===== src/rtl/sfx_pkg.sv =====
// Shared types and constants for the Breakout sound-effect sequencer.
package sfx_pkg;

  localparam int unsigned SFX_W         = 2;
  localparam int unsigned NOTE_W        = 4;
  localparam int unsigned IDX_W         = 2;
  localparam int unsigned NOTES_PER_SFX = 3;

  typedef enum logic [1:0] {
    IDLE  = 2'd0,
    ISSUE = 2'd1,
    HOLD  = 2'd2
  } state_e;

  localparam logic [SFX_W-1:0] SFX_NONE   = 2'd0;
  localparam logic [SFX_W-1:0] SFX_WALL   = 2'd1;
  localparam logic [SFX_W-1:0] SFX_PLATE  = 2'd2;
  localparam logic [SFX_W-1:0] SFX_GROUND = 2'd3;

  // Element [0] is the first note played.
  localparam logic [2:0][NOTE_W-1:0] NOTES_WALL   = {4'd5, 4'd6, 4'd7};
  localparam logic [2:0][NOTE_W-1:0] NOTES_PLATE  = {4'd2, 4'd6, 4'd3};
  localparam logic [2:0][NOTE_W-1:0] NOTES_GROUND = {4'd1, 4'd5, 4'd7};

  function automatic logic [NOTE_W-1:0] note_lookup(input logic [SFX_W-1:0] sfx,
                                                    input logic [IDX_W-1:0] idx);
    logic [NOTE_W-1:0] n;
    n = '0;
    if (idx < IDX_W'(NOTES_PER_SFX)) begin
      case (sfx)
        SFX_WALL:   n = NOTES_WALL[idx];
        SFX_PLATE:  n = NOTES_PLATE[idx];
        SFX_GROUND: n = NOTES_GROUND[idx];
        default:    n = '0;
      endcase
    end
    return n;
  endfunction

endpackage


===== src/rtl/sfx_arbiter.sv =====
// Pending-hit latches with fixed priority grant (ground > plate > wall).
module sfx_arbiter
  import sfx_pkg::*;
(
  input  logic             clk,
  input  logic             rst_n,
  input  logic             hit_wall,
  input  logic             hit_plate,
  input  logic             hit_ground,
  input  logic             take,
  input  logic [SFX_W-1:0] take_id,
  input  logic [SFX_W-1:0] active_id,
  output logic             grant_valid,
  output logic [SFX_W-1:0] grant_id,
  output logic             higher_than
);

  // bit0 wall, bit1 plate, bit2 ground
  logic [2:0] pend_q, pend_d;
  logic [2:0] clr_mask;

  // New hits are OR-ed after the clear so a hit on the grant edge survives.
  always_comb begin
    clr_mask = '0;
    if (take) begin
      case (take_id)
        SFX_WALL:   clr_mask = 3'b001;
        SFX_PLATE:  clr_mask = 3'b010;
        SFX_GROUND: clr_mask = 3'b100;
        default:    clr_mask = 3'b000;
      endcase
    end
    pend_d = (pend_q & ~clr_mask) | {hit_ground, hit_plate, hit_wall};
  end

  always_ff @(posedge clk or negedge rst_n) begin
    if (!rst_n) pend_q <= '0;
    else        pend_q <= pend_d;
  end

  // The encoding doubles as priority, so "any higher pending" reduces to top > active.
  always_comb begin
    grant_valid = |pend_q;
    if (pend_q[2])      grant_id = SFX_GROUND;
    else if (pend_q[1]) grant_id = SFX_PLATE;
    else if (pend_q[0]) grant_id = SFX_WALL;
    else                grant_id = SFX_NONE;
    higher_than = (grant_id > active_id);
  end

endmodule


===== src/rtl/sfx_sequencer.sv =====
// Plays a three-note sequence per granted effect over valid/ready, with preemption at note end.
module sfx_sequencer
  import sfx_pkg::*;
#(
  parameter int unsigned NOTE_CYCLES = 12_500_000,
  parameter int unsigned CNT_W       = 24
) (
  input  logic              clk,
  input  logic              reset,
  input  logic              Hit_wall,
  input  logic              Hit_plate,
  input  logic              Hit_ground,
  input  logic              note_ready,
  output logic              note_valid,
  output logic [NOTE_W-1:0] note_code,
  output logic              busy,
  output logic [SFX_W-1:0]  active_sfx
);

  localparam logic [CNT_W-1:0] CNT_LOAD = CNT_W'(NOTE_CYCLES - 1);
  localparam logic [IDX_W-1:0] IDX_LAST = IDX_W'(NOTES_PER_SFX - 1);

  state_e             state_q, state_d;
  logic [IDX_W-1:0]   idx_q, idx_d;
  logic [CNT_W-1:0]   cnt_q, cnt_d;
  logic [SFX_W-1:0]   active_q, active_d;
  logic               valid_q, valid_d;
  logic [NOTE_W-1:0]  code_q, code_d;
  logic               busy_q, busy_d;

  logic               start;
  logic               grant_valid;
  logic [SFX_W-1:0]   grant_id;
  logic               higher_than;

  sfx_arbiter u_arbiter (
    .clk         (clk),
    .rst_n       (reset),
    .hit_wall    (Hit_wall),
    .hit_plate   (Hit_plate),
    .hit_ground  (Hit_ground),
    .take        (start),
    .take_id     (grant_id),
    .active_id   (active_q),
    .grant_valid (grant_valid),
    .grant_id    (grant_id),
    .higher_than (higher_than)
  );

  always_comb begin
    state_d  = state_q;
    idx_d    = idx_q;
    cnt_d    = cnt_q;
    active_d = active_q;
    valid_d  = valid_q;
    code_d   = code_q;
    start    = 1'b0;

    case (state_q)
      IDLE: begin
        if (grant_valid) start = 1'b1;
      end
      ISSUE: begin
        if (valid_q && note_ready) begin
          state_d = HOLD;
          valid_d = 1'b0;
          cnt_d   = CNT_LOAD;
        end
      end
      HOLD: begin
        if (cnt_q != '0) begin
          cnt_d = cnt_q - CNT_W'(1);
        end else if (higher_than) begin
          start = 1'b1;
        end else if (idx_q < IDX_LAST) begin
          idx_d   = idx_q + IDX_W'(1);
          state_d = ISSUE;
          valid_d = 1'b1;
          code_d  = note_lookup(active_q, idx_q + IDX_W'(1));
        end else if (grant_valid) begin
          start = 1'b1;
        end else begin
          state_d  = IDLE;
          active_d = SFX_NONE;
        end
      end
      default: state_d = IDLE;
    endcase

    // Shared grant path for IDLE start, preemption and back-to-back effects.
    if (start) begin
      state_d  = ISSUE;
      idx_d    = '0;
      active_d = grant_id;
      valid_d  = 1'b1;
      code_d   = note_lookup(grant_id, '0);
    end

    busy_d = (state_d != IDLE);
  end

  always_ff @(posedge clk or negedge reset) begin
    if (!reset) begin
      state_q  <= IDLE;
      idx_q    <= '0;
      cnt_q    <= '0;
      active_q <= SFX_NONE;
      valid_q  <= 1'b0;
      code_q   <= '0;
      busy_q   <= 1'b0;
    end else begin
      state_q  <= state_d;
      idx_q    <= idx_d;
      cnt_q    <= cnt_d;
      active_q <= active_d;
      valid_q  <= valid_d;
      code_q   <= code_d;
      busy_q   <= busy_d;
    end
  end

  assign note_valid = valid_q;
  assign note_code  = code_q;
  assign busy       = busy_q;
  assign active_sfx = active_q;

endmodule


===== config.mk =====
export PLATFORM = sky130hd
export DESIGN_NAME = sfx_sequencer
export DESIGN_NICKNAME = d
export VERILOG_FILES = /design/src/rtl/sfx_pkg.sv /design/src/rtl/sfx_arbiter.sv /design/src/rtl/sfx_sequencer.sv
export SDC_FILE = /design/constraint.sdc
export NUM_CORES = 1
export LEC_CHECK = 0
export CORE_MARGIN = 1.5
export CORE_UTILIZATION = 61
export CTS_BUF_LIST = sky130_fd_sc_hd__clkbuf_8
export DETAILED_ROUTE_END_ITERATION = 16
export PLACE_DENSITY = 0.88
export SLEW_MARGIN = 10
export SYNTH_ARGS = -nofsm -noshare
export SYNTH_HDL_FRONTEND = slang
export SYNTH_HIERARCHICAL = 1
export SYNTH_SLANG_ARGS = --single-unit

===== constraint.sdc =====
create_clock -name clk -period 3.09 [get_ports clk]
set_input_delay 0.618 -clock clk [delete_from_list [all_inputs] [get_ports clk]]
set_output_delay 0.618 -clock clk [all_outputs]
set_load 0.03 [all_outputs]

# Yosys cells after proc, flatten, opt, wreduce, memory -nomap -nowiden
# Index checks and enable logic that the tools add are counted.
# W data, S select, Z words.
op_classes:
  addsub: 2
  magnitude_cmp: 4
  eq_ne: 18
  muxes: 51
  bitwise_logic: 3
  n_reduce_logical: 14
op_table:
  columns: ["cell", "n"]
  rows:
  - ["$mux W24", 2]
  - ["$pmux W24 S2", 1]
  - ["$mux W2", 19]
  - ["$mux W4", 9]
  - ["$bmux W4 S2", 3]
  - ["$reduce_bool A24 Y1", 1]
  - ["$sub A24 B1 Y24 const B", 1]
  - ["$ne A2 B2 Y1 const B", 6]
  - ["$ne A3 B3 Y1 const B", 4]
  - ["$pmux W4 S3", 1]
  - ["$eq A2 B2 Y1 const B", 5]
  - ["$mux W1", 10]
  - ["$reduce_and A5 Y1", 2]
  - ["$pmux W3 S3", 1]
  - ["$reduce_bool A2 Y1", 4]
  - ["$eq A2 B1 Y1 const B", 3]
  - ["$pmux W2 S3", 1]
  - ["$pmux W3 S2", 1]
  - ["$lt A2 B2 Y1 const B", 2]
  - ["$pmux W1 S2", 2]
  - ["$reduce_and A4 Y1", 1]
  - ["$and A3 B3 Y3", 1]
  - ["$lt A2 B3 Y1 const B", 1]
  - ["$mux W3", 1]
  - ["other kinds (10)", 10]
totals:
  reg_bits: 39
  input_bits: 6
  output_inout_bits: 8
  word_cells: 100

# Longest topological paths before layout
# Gate-level depths: netlist of the first run.
depth:
  word_depth: 11
  mapped_depth: 10
  ltp_nobuf: 10

# Hierarchy
# Netlist of the first run, hierarchy kept.
modules_own_cells:
  columns: ["mod", "instances", "cells_per_inst", "area_each_um2", "seq_area_each_um2"]
  rows:
  - ["sfx_sequencer", 1, 219, 2058.2, 875.8]
  - ["sfx_arbiter", 1, 20, 191.4, 75.1]

# Least setup slack after synthesis of the first run
# OpenSTA, ideal clock, no wires.
synth_path:
  kind: "reg2reg"
  startpoint: "register u_arbiter.pend_q[1]"
  endpoint: "register u_arbiter.pend_q[0]"
  setup_ns: 0.119
  arrival_ns: 2.421
  required_ns: 2.971
  slack_ns: 0.551
  path_stages_with_launch: 10
  n_path_buf: 0
  period_less_slack_ns: 2.539
  path_cell_list: "dfrtp_1 -> or2_2 -> ha_1 -> nor2b_1 -> a2bb2oi_1 -> a22oi_1 -> o31a_1 -> nor2_1 -> nand3b_1 -> a21o_2"
synth_between:
  elab_chain_cells: 10
  word_cells_on_any_way: 17
  classes_between: "1 x order compare; 3 x eq/ne; 9 x mux; 3 x bitwise; 1 x reduce/logical"
synth_rtl:
  columns: ["element", "line_no", "text"]
  rows:
  - ["from (decl)", "sfx_arbiter.sv:19", "logic [2:0] pend_q, pend_d;"]
  - ["from (signal assigned)", "sfx_arbiter.sv:38", "else pend_q <= pend_d;"]
  - ["$mux W2", "sfx_arbiter.sv:45", "else if (pend_q[1]) grant_id = SFX_PLATE;"]
  - ["$mux W2", "sfx_arbiter.sv:44", "if (pend_q[2]) grant_id = SFX_GROUND;"]
  - ["via grant_id[1]", "sfx_sequencer.sv:33", "logic [SFX_W-1:0] grant_id;"]
  - ["$gt A2 B2 Y1", "sfx_arbiter.sv:48", "higher_than = (grant_id > active_id);"]
  - ["via higher_than", "sfx_sequencer.sv:34", "logic higher_than;"]
  - ["$mux W1", "sfx_sequencer.sv:73", "end else if (higher_than) begin"]
  - ["$mux W1", "sfx_sequencer.sv:71", "if (cnt_q != '0) begin"]
  - ["$pmux W1 S2", "sfx_sequencer.sv:59", "case (state_q)"]
  - ["via start", "sfx_sequencer.sv:31", "logic start;"]
  - ["$mux W3", "sfx_arbiter.sv:25", "if (take) begin"]
  - ["$not A3 Y3", "sfx_arbiter.sv:33", "pend_d = (pend_q & ~clr_mask) | {hit_ground, hit_plate, hit_wall};"]
  - ["$and A3 B3 Y3", "sfx_arbiter.sv:33", null]
  - ["$or A3 B3 Y3", "sfx_arbiter.sv:33", null]
  - ["via u_arbiter.pend_d[0]", "sfx_arbiter.sv:19", null]
# The timed path passes the listed nets, and every way through them passes these cells.
# A chain may end at the register's enable or synchronous reset.

# Worst setup path in the final report of the first run
# Ends and elaborated chain as after synthesis.

==> impl_metrics.csv, run 1 <==
group,metric,value,unit
synth,syn_nets,253,
setup_path,r2r_cells,9,
route,vias_per_cell,6.366,
sta,fmax,0.3722,GHz
power,powerDensity,753.7,mW/mm^2
synth,synthTopCellsByArea,"dfrtp_1 42%, ha_1 4.4%, or3_1 3.6%",
synth,ys.flop_type,"dfrtp_1",
route,routedWlPerCell,16.20,microns
synth,yosys.area.top_type,"dfrtp_1",
route,first_pass_iters,4,
route,detailroute.via_count,1878,
die,dieArea,0.004062,sq mm
placed_design,place_inst,287,
setup_path,crit_buf_inv,0,
clock_network,cts_tree,"built",
synth,synth-edff-count,0,
route,antenna_left,0,
setup_path,setup.worst_path.start_class,"flop",
cells_and_area,syn2layout_area_growth,11.01,%
sta,setup_viol,0,
power,p_leak,0.9449,nW
global_routing,track_usage,26.64,%
global_routing,antenna_found_initial,0,
clock_network,clock-sinks,38,
setup_path,arrival,2.89,ns
clock_network,htreeDepth,2,
die,io_pins,14,
placed_design,routabilityCongestion,0.8534,
route,drt-total-wl,4779,microns
sta,final_hold_viol_count,0,
sta,rsz0062_at_grt,"no",
setup_path,endpoint_kind,"flop",
synth,synth_area,0.002250,sq mm
synth,postSynthAreaPerCell,9.413,sq um
synth,synthArstFlopShare,100.0,%
synth,yosysTopAreaCellShare,42.27,%
setup_path,required,3.29,ns
clock_network,cts_setup_buffers,0,
setup_path,reg2reg_from,"u_arbiter/pend_q[1]$_DFF_PN0_",
clock_network,clk_path_buf_depth,2,
sta,hold_slack,0.4064,ns
placed_design,placed_cell_area,0.002355,sq mm
synth,synth_most_common_cell,"dfrtp_1",
clock_network,clk_pin_slew,0.08,ns
cells_and_area,diodes,0,
clock_network,hold_buffers,0,
sta,worst_pin_slew,0.8097,ns
flow_run,drv_cap,0,
clock_network,ctsResizeCount,0,
global_routing,grt_pass1_wl,8314,microns
placed_design,dp_hpwl,3261,microns
synth,ys_types,53,
sta,post-route-min-period,2.687,ns
clock_network,cts-buffers-inserted,5,
synth,ys_seq_area_share,42.27,%
cells_and_area,final-instance-count-excl-fill,295,
synth,synth_seq_cells,38,
cells_and_area,final_nets,262,
outcome,status,"complete, no violations",
sta,fin_skew,0.01125,ns
sta,drv_slew,0,
cells_and_area,utilization,72.56,%
synth,netlist_instances,239,
sta,slew_headroom,46.02,%
setup_path,reg2reg_to,"u_arbiter/pend_q[0]$_DFF_PN0_",
sta,setup_tns,0,ns
route,first_iter_violations,104,
min_path,min_path_type,"primary input to asynchronous set/reset pin",
route,route.detailed.drc,0,
setup_path,crit_type,"flop to flop",
placed_design,io_buffers,12,
die,design.core.area,0.003442,sq mm
clock_network,worstSkewPairLatency,0.30,ns
clock_network,root_buffer,"clkbuf_8",
synth,yosys_warnings,6,
setup_path,crit_slowest_cell,"dfrtp_1",
die,dieWidth,63.73,microns
power,peakVddDrop,0.6264,mV
global_routing,grt_pass1_vias,1790,
setup_path,worstPathCellList,"or2_2 > ha_1 > nor2b_1 > a2bb2oi_1 > a22oi_1 > o31a_1 > nor2_1 > nand3b_1 > a21o_2",
cells_and_area,drive_above_1_share,10.84,%
die,rows,21,
setup_path,rrSetupSlack,0.40,ns
setup_path,critPathTopFamily,"compound AO/OA/AOI/OAI gates",
global_routing,gr-total-overflow,0,
setup_path,max_stage_delay,0.41,ns
die,die_h,63.73,microns
cells_and_area,post-route-cell-area,0.002497,sq mm
sta,period_share,86.94,%
synth,ys_top_cells_by_count,"38 x dfrtp_1, 16 x nor2_1, 15 x o21ai_0",
global_routing,grt_max_degree,39,
die,initial_core_util,65.36,%
setup_path,cp_max_fo,6,
## cell type report
class / count / area [sq um]
clock buffers: 6 / 82.58
clock inverters: 2 / 60.06
fillers: 269 / 944.7
inverters: 9 / 33.78
multi-input cells: 180 / 1182
flip-flops and latches: 38 / 950.9
well taps: 46 / 57.56
repair buffers: 14 / 130.1
## cell families after synthesis
family,count (synthesis),share of synthesized area [%]
buf+inv,21,5.172
compound gates,66,20.41
other cells,1,0.1667
flops,38,42.27
xor+xnor,2,0.7788
mux,2,0.9455
simple gates,101,25.81
fa+ha+maj,8,4.450
## worst max-delay path by stage
| stage | start | end | cells past startpoint |
|---|---|---|---|
| finish | u_arbiter/pend_q[1]$_DFF_PN0_ | u_arbiter/pend_q[0]$_DFF_PN0_ | 9 |
| global route | u_arbiter/pend_q[1]$_DFF_PN0_ | u_arbiter/pend_q[0]$_DFF_PN0_ | 9 |
| CTS | u_arbiter/pend_q[1]$_DFF_PN0_ | u_arbiter/pend_q[0]$_DFF_PN0_ | 9 |
| detailed placement | u_arbiter/pend_q[1]$_DFF_PN0_ | u_arbiter/pend_q[0]$_DFF_PN0_ | 9 |
| global placement | u_arbiter/pend_q[1]$_DFF_PN0_ | u_arbiter/pend_q[0]$_DFF_PN0_ | 9 |
| floorplan | u_arbiter/pend_q[1]$_DFF_PN0_ | u_arbiter/pend_q[0]$_DFF_PN0_ | 9 |
## registers in the layout (all words and copies together), names as in the netlist
name	flops
state_q	2
u_arbiter/pend_q	3
cnt_q	24
note_code	3
idx_q	2
busy	1
active_sfx	2
note_valid	1
## cells in the final DEF, fill, tap and decap left out, types with 2 or more instances in the layout
cell             Yosys  routed
buf_4                1       2
o21ai_0             15      15
xor2_1               2       2
a22o_1               2       2
or2_2                5       5
nand4_1              4       4
nor2_1              16      16
inv_1                9       9
nand2_1             11      11
a211oi_1             2       2
dfrtp_1             38      38
a21o_2               2       2
clkbuf_8             0       6
nand2b_1             5       5
bufinv_16            0       2
ha_1                 8       8
a31o_2               2       2
nand3_1             13      13
nor4_1               3       3
or4_1                9       9
a31oi_1              3       3
clkdlybuf4s50_1      0      11
o31ai_1              8       8
or4_4                2       2
a21o_1               4       4
or3_1               13      13
nor2b_1              3       3
nor3b_1              3       3
nor3_1               8       8
a21oi_1             14      14
## routing by layer
metal  up-vias  track usage (%)  part of all wire, %
met2        43            40.39                   47
met4         0            10.60                  1.7
met5         -                0                    0
li1        912                -                    -
met3         7            6.162                  3.9
met1       916            37.21                   48
## power by group
group / switching, mW / internal (mW) / total (mW)
Clock: 0.178 / 0.344 / 0.522
Sequential: 0.104 / 0.576 / 0.679
Combinational: 0.390 / 0.291 / 0.681
## through the flow
step / worst slack, ns / total power [mW]
finish: 0.4034 / 1.882
CTS: 0.4317 / 1.881
global route: 0.2565 / 1.984
global placement: 0.5886 / 1.329
detailed placement: 0.4892 / 1.354
floorplan: 0.5507 / 1.138
Power figures use the tool's default switching activity.
==> inputs of run 2 (changes only) <==
--- a/config.mk
+++ b/config.mk
@@ -5,8 +5,10 @@
 export SDC_FILE = /design/constraint.sdc
 export NUM_CORES = 1
 export LEC_CHECK = 0
+export CELL_PAD_IN_SITES_DETAIL_PLACEMENT = 0
+export CELL_PAD_IN_SITES_GLOBAL_PLACEMENT = 1
 export CORE_MARGIN = 1.5
-export CORE_UTILIZATION = 61
+export CORE_UTILIZATION = 48
 export CTS_BUF_LIST = sky130_fd_sc_hd__clkbuf_8
 export DETAILED_ROUTE_END_ITERATION = 16
 export PLACE_DENSITY = 0.88
==> run 2 against run 1 <==
  * Clock power about the same
  * Via count down 4.4%
  * Worst hold slack better by 0.021 ns
  * Critical path type unchanged
==> impl_metrics.csv, run 2 (synthesis results as in run 1) <==
group,metric,value,unit
placed_design,placed_cell_area,0.002362,sq mm
route,route.detailed.drc,0,
power,p_int,1.210,mW
sta,setup_viol,0,
clock_network,htreeDepth,2,
placed_design,routabilityCongestion,0.7706,
power,powerDensity,745.2,mW/mm^2
die,initial_core_util,50.62,%
setup_path,required,3.28,ns
die,dieWidth,71.46,microns
cells_and_area,syn2layout_area_growth,11.35,%
setup_path,max_stage_delay,0.41,ns
sta,rsz0062_at_grt,"no",
cells_and_area,drive_above_1_share,10.84,%
sta,setup_tns,0,ns
sta,period_share,84.51,%
setup_path,crit_type,"flop to flop",
power,power.total,1.867,mW
global_routing,gr-total-overflow,0,
setup_path,reg2reg_to,"u_arbiter/pend_q[0]$_DFF_PN0_",
power,combPwrFrac,35.6,%
power,p_leak,0.9449,nW
route,routedWlPerCell,14.90,microns
setup_path,crit_slowest_cell,"dfrtp_1",
placed_design,dp_slack,0.4973,ns
power,peakVddDrop,0.3519,mV
sta,fin_skew,0.008221,ns
cells_and_area,utilization,56.36,%
route,antenna_left,0,
flow_run,drv_cap,0,
clock_network,ctsResizeCount,0,
clock_network,worstSkewPairLatency,0.29,ns
setup_path,r2r_cells,9,
cells_and_area,final-instance-count-excl-fill,301,
setup_path,rrSetupSlack,0.48,ns
route,drt-total-wl,4484,microns
die,die_h,71.46,microns
clock_network,clk_path_buf_depth,2,
power,clockPowerShare,28.1,%
clock_network,cts_setup_buffers,0,
die,dieArea,0.005107,sq mm
sta,fmax,0.3829,GHz
placed_design,io_buffers,12,
clock_network,hold_buffers,0,
placed_design,place_inst,293,
sta,worst_pin_slew,0.8497,ns
cells_and_area,top_register,"cnt_q",
route,detailroute.via_count,1796,
global_routing,antenna_found_initial,0,
sta,slew_headroom,43.35,%
cells_and_area,layout_common_cells,"38 x dfrtp_1, 16 x nor2_1, 15 x o21ai_0",
setup_path,arrival,2.80,ns
sta,final_hold_viol_count,0,
global_routing,grt_max_degree,39,
route,first_pass_iters,7,
setup_path,endpoint_kind,"flop",
global_routing,grt_pass1_wl,8004,microns
clock_network,clk_pin_slew,0.08,ns
clock_network,cts-buffers-inserted,5,
cells_and_area,post-route-cell-area,0.002505,sq mm
power,p_switching,0.6566,mW
cells_and_area,diodes,0,
setup_path,setup.worst_path.start_class,"flop",
outcome,status,"complete, no violations",
clock_network,cts_tree,"built",
sta,post-route-min-period,2.611,ns
setup_path,crit_buf_inv,0,
global_routing,track_usage,19.71,%
power,switching_share,35.17,%
sta,setup_slack,0.4786,ns
power,seq_power_share,36.3,%
cells_and_area,final_nets,262,
setup_path,worstPathCellList,"or2_2 > ha_1 > nor2b_1 > a2bb2oi_1 > a22oi_1 > o31a_1 > nor2_1 > nand3b_1 > a21o_2",
cells_and_area,largest_reg_flops,24,
sta,hold_slack,0.4273,ns
sta,drv_slew,0,
setup_path,critPathTopFamily,"compound AO/OA/AOI/OAI gates",
route,vias_per_cell,5.967,
clock_network,root_buffer,"clkbuf_8",
die,design.core.area,0.004444,sq mm
placed_design,dp_hpwl,3136,microns
global_routing,grt_pass1_vias,1735,
cells_and_area,final_common_cell,"dfrtp_1",
setup_path,reg2reg_from,"u_arbiter/pend_q[1]$_DFF_PN0_",
min_path,min_path_type,"primary input to asynchronous set/reset pin",
clock_network,clock-sinks,38,
route,first_iter_violations,138,
die,rows,24,
die,io_pins,14,
setup_path,cp_max_fo,6,
run 2: cell counts in the layout (fill, tap and decap cells not counted):
Identical to the previous run, type by type.
run 2: metal layers:
layer / GRT usage, % / part of all wire, % / up-vias
li1: - / - / 907
met1: 27.53 / 51 / 854
met5: 0 / 0 / -
met2: 30.84 / 45 / 28
met4: 6.289 / 1.6 / 0
met3: 4.219 / 3.1 / 7
run 2: layout make-up:
cell class	instances	area, sq um
fillers	398	1939
clock inverters	2	60.06
clock buffers	6	82.58
well taps	52	65.06
multi-input cells	180	1182
inverters	9	33.78
flip-flops and latches	38	950.9
repair buffers	14	130.1
run 2: worst max-delay path by stage:
stage                                  start                       endpoint  cells after the start
5_1_grt        u_arbiter/pend_q[1]$_DFF_PN0_  u_arbiter/pend_q[2]$_DFF_PN0_                      9
3_3_place_gp   u_arbiter/pend_q[1]$_DFF_PN0_  u_arbiter/pend_q[0]$_DFF_PN0_                      9
6_report       u_arbiter/pend_q[1]$_DFF_PN0_  u_arbiter/pend_q[0]$_DFF_PN0_                      9
3_5_place_dp   u_arbiter/pend_q[1]$_DFF_PN0_  u_arbiter/pend_q[0]$_DFF_PN0_                      9
2_1_floorplan  u_arbiter/pend_q[1]$_DFF_PN0_  u_arbiter/pend_q[0]$_DFF_PN0_                      9
4_1_cts        u_arbiter/pend_q[1]$_DFF_PN0_  u_arbiter/pend_q[0]$_DFF_PN0_                      9
run 2: power by group through the flow:
| stage | combinational, mW | clock [mW] | sequential [mW] |
|---|---|---|---|
| 6_report | 0.665 | 0.524 | 0.677 |
| 3_5_place_dp | 0.663 | 0 | 0.686 |
| 4_1_cts | 0.667 | 0.534 | 0.675 |
| 2_1_floorplan | 0.419 | 0 | 0.720 |
| 5_1_grt | 0.744 | 0.562 | 0.695 |
| 3_3_place_gp | 0.664 | 0 | 0.684 |
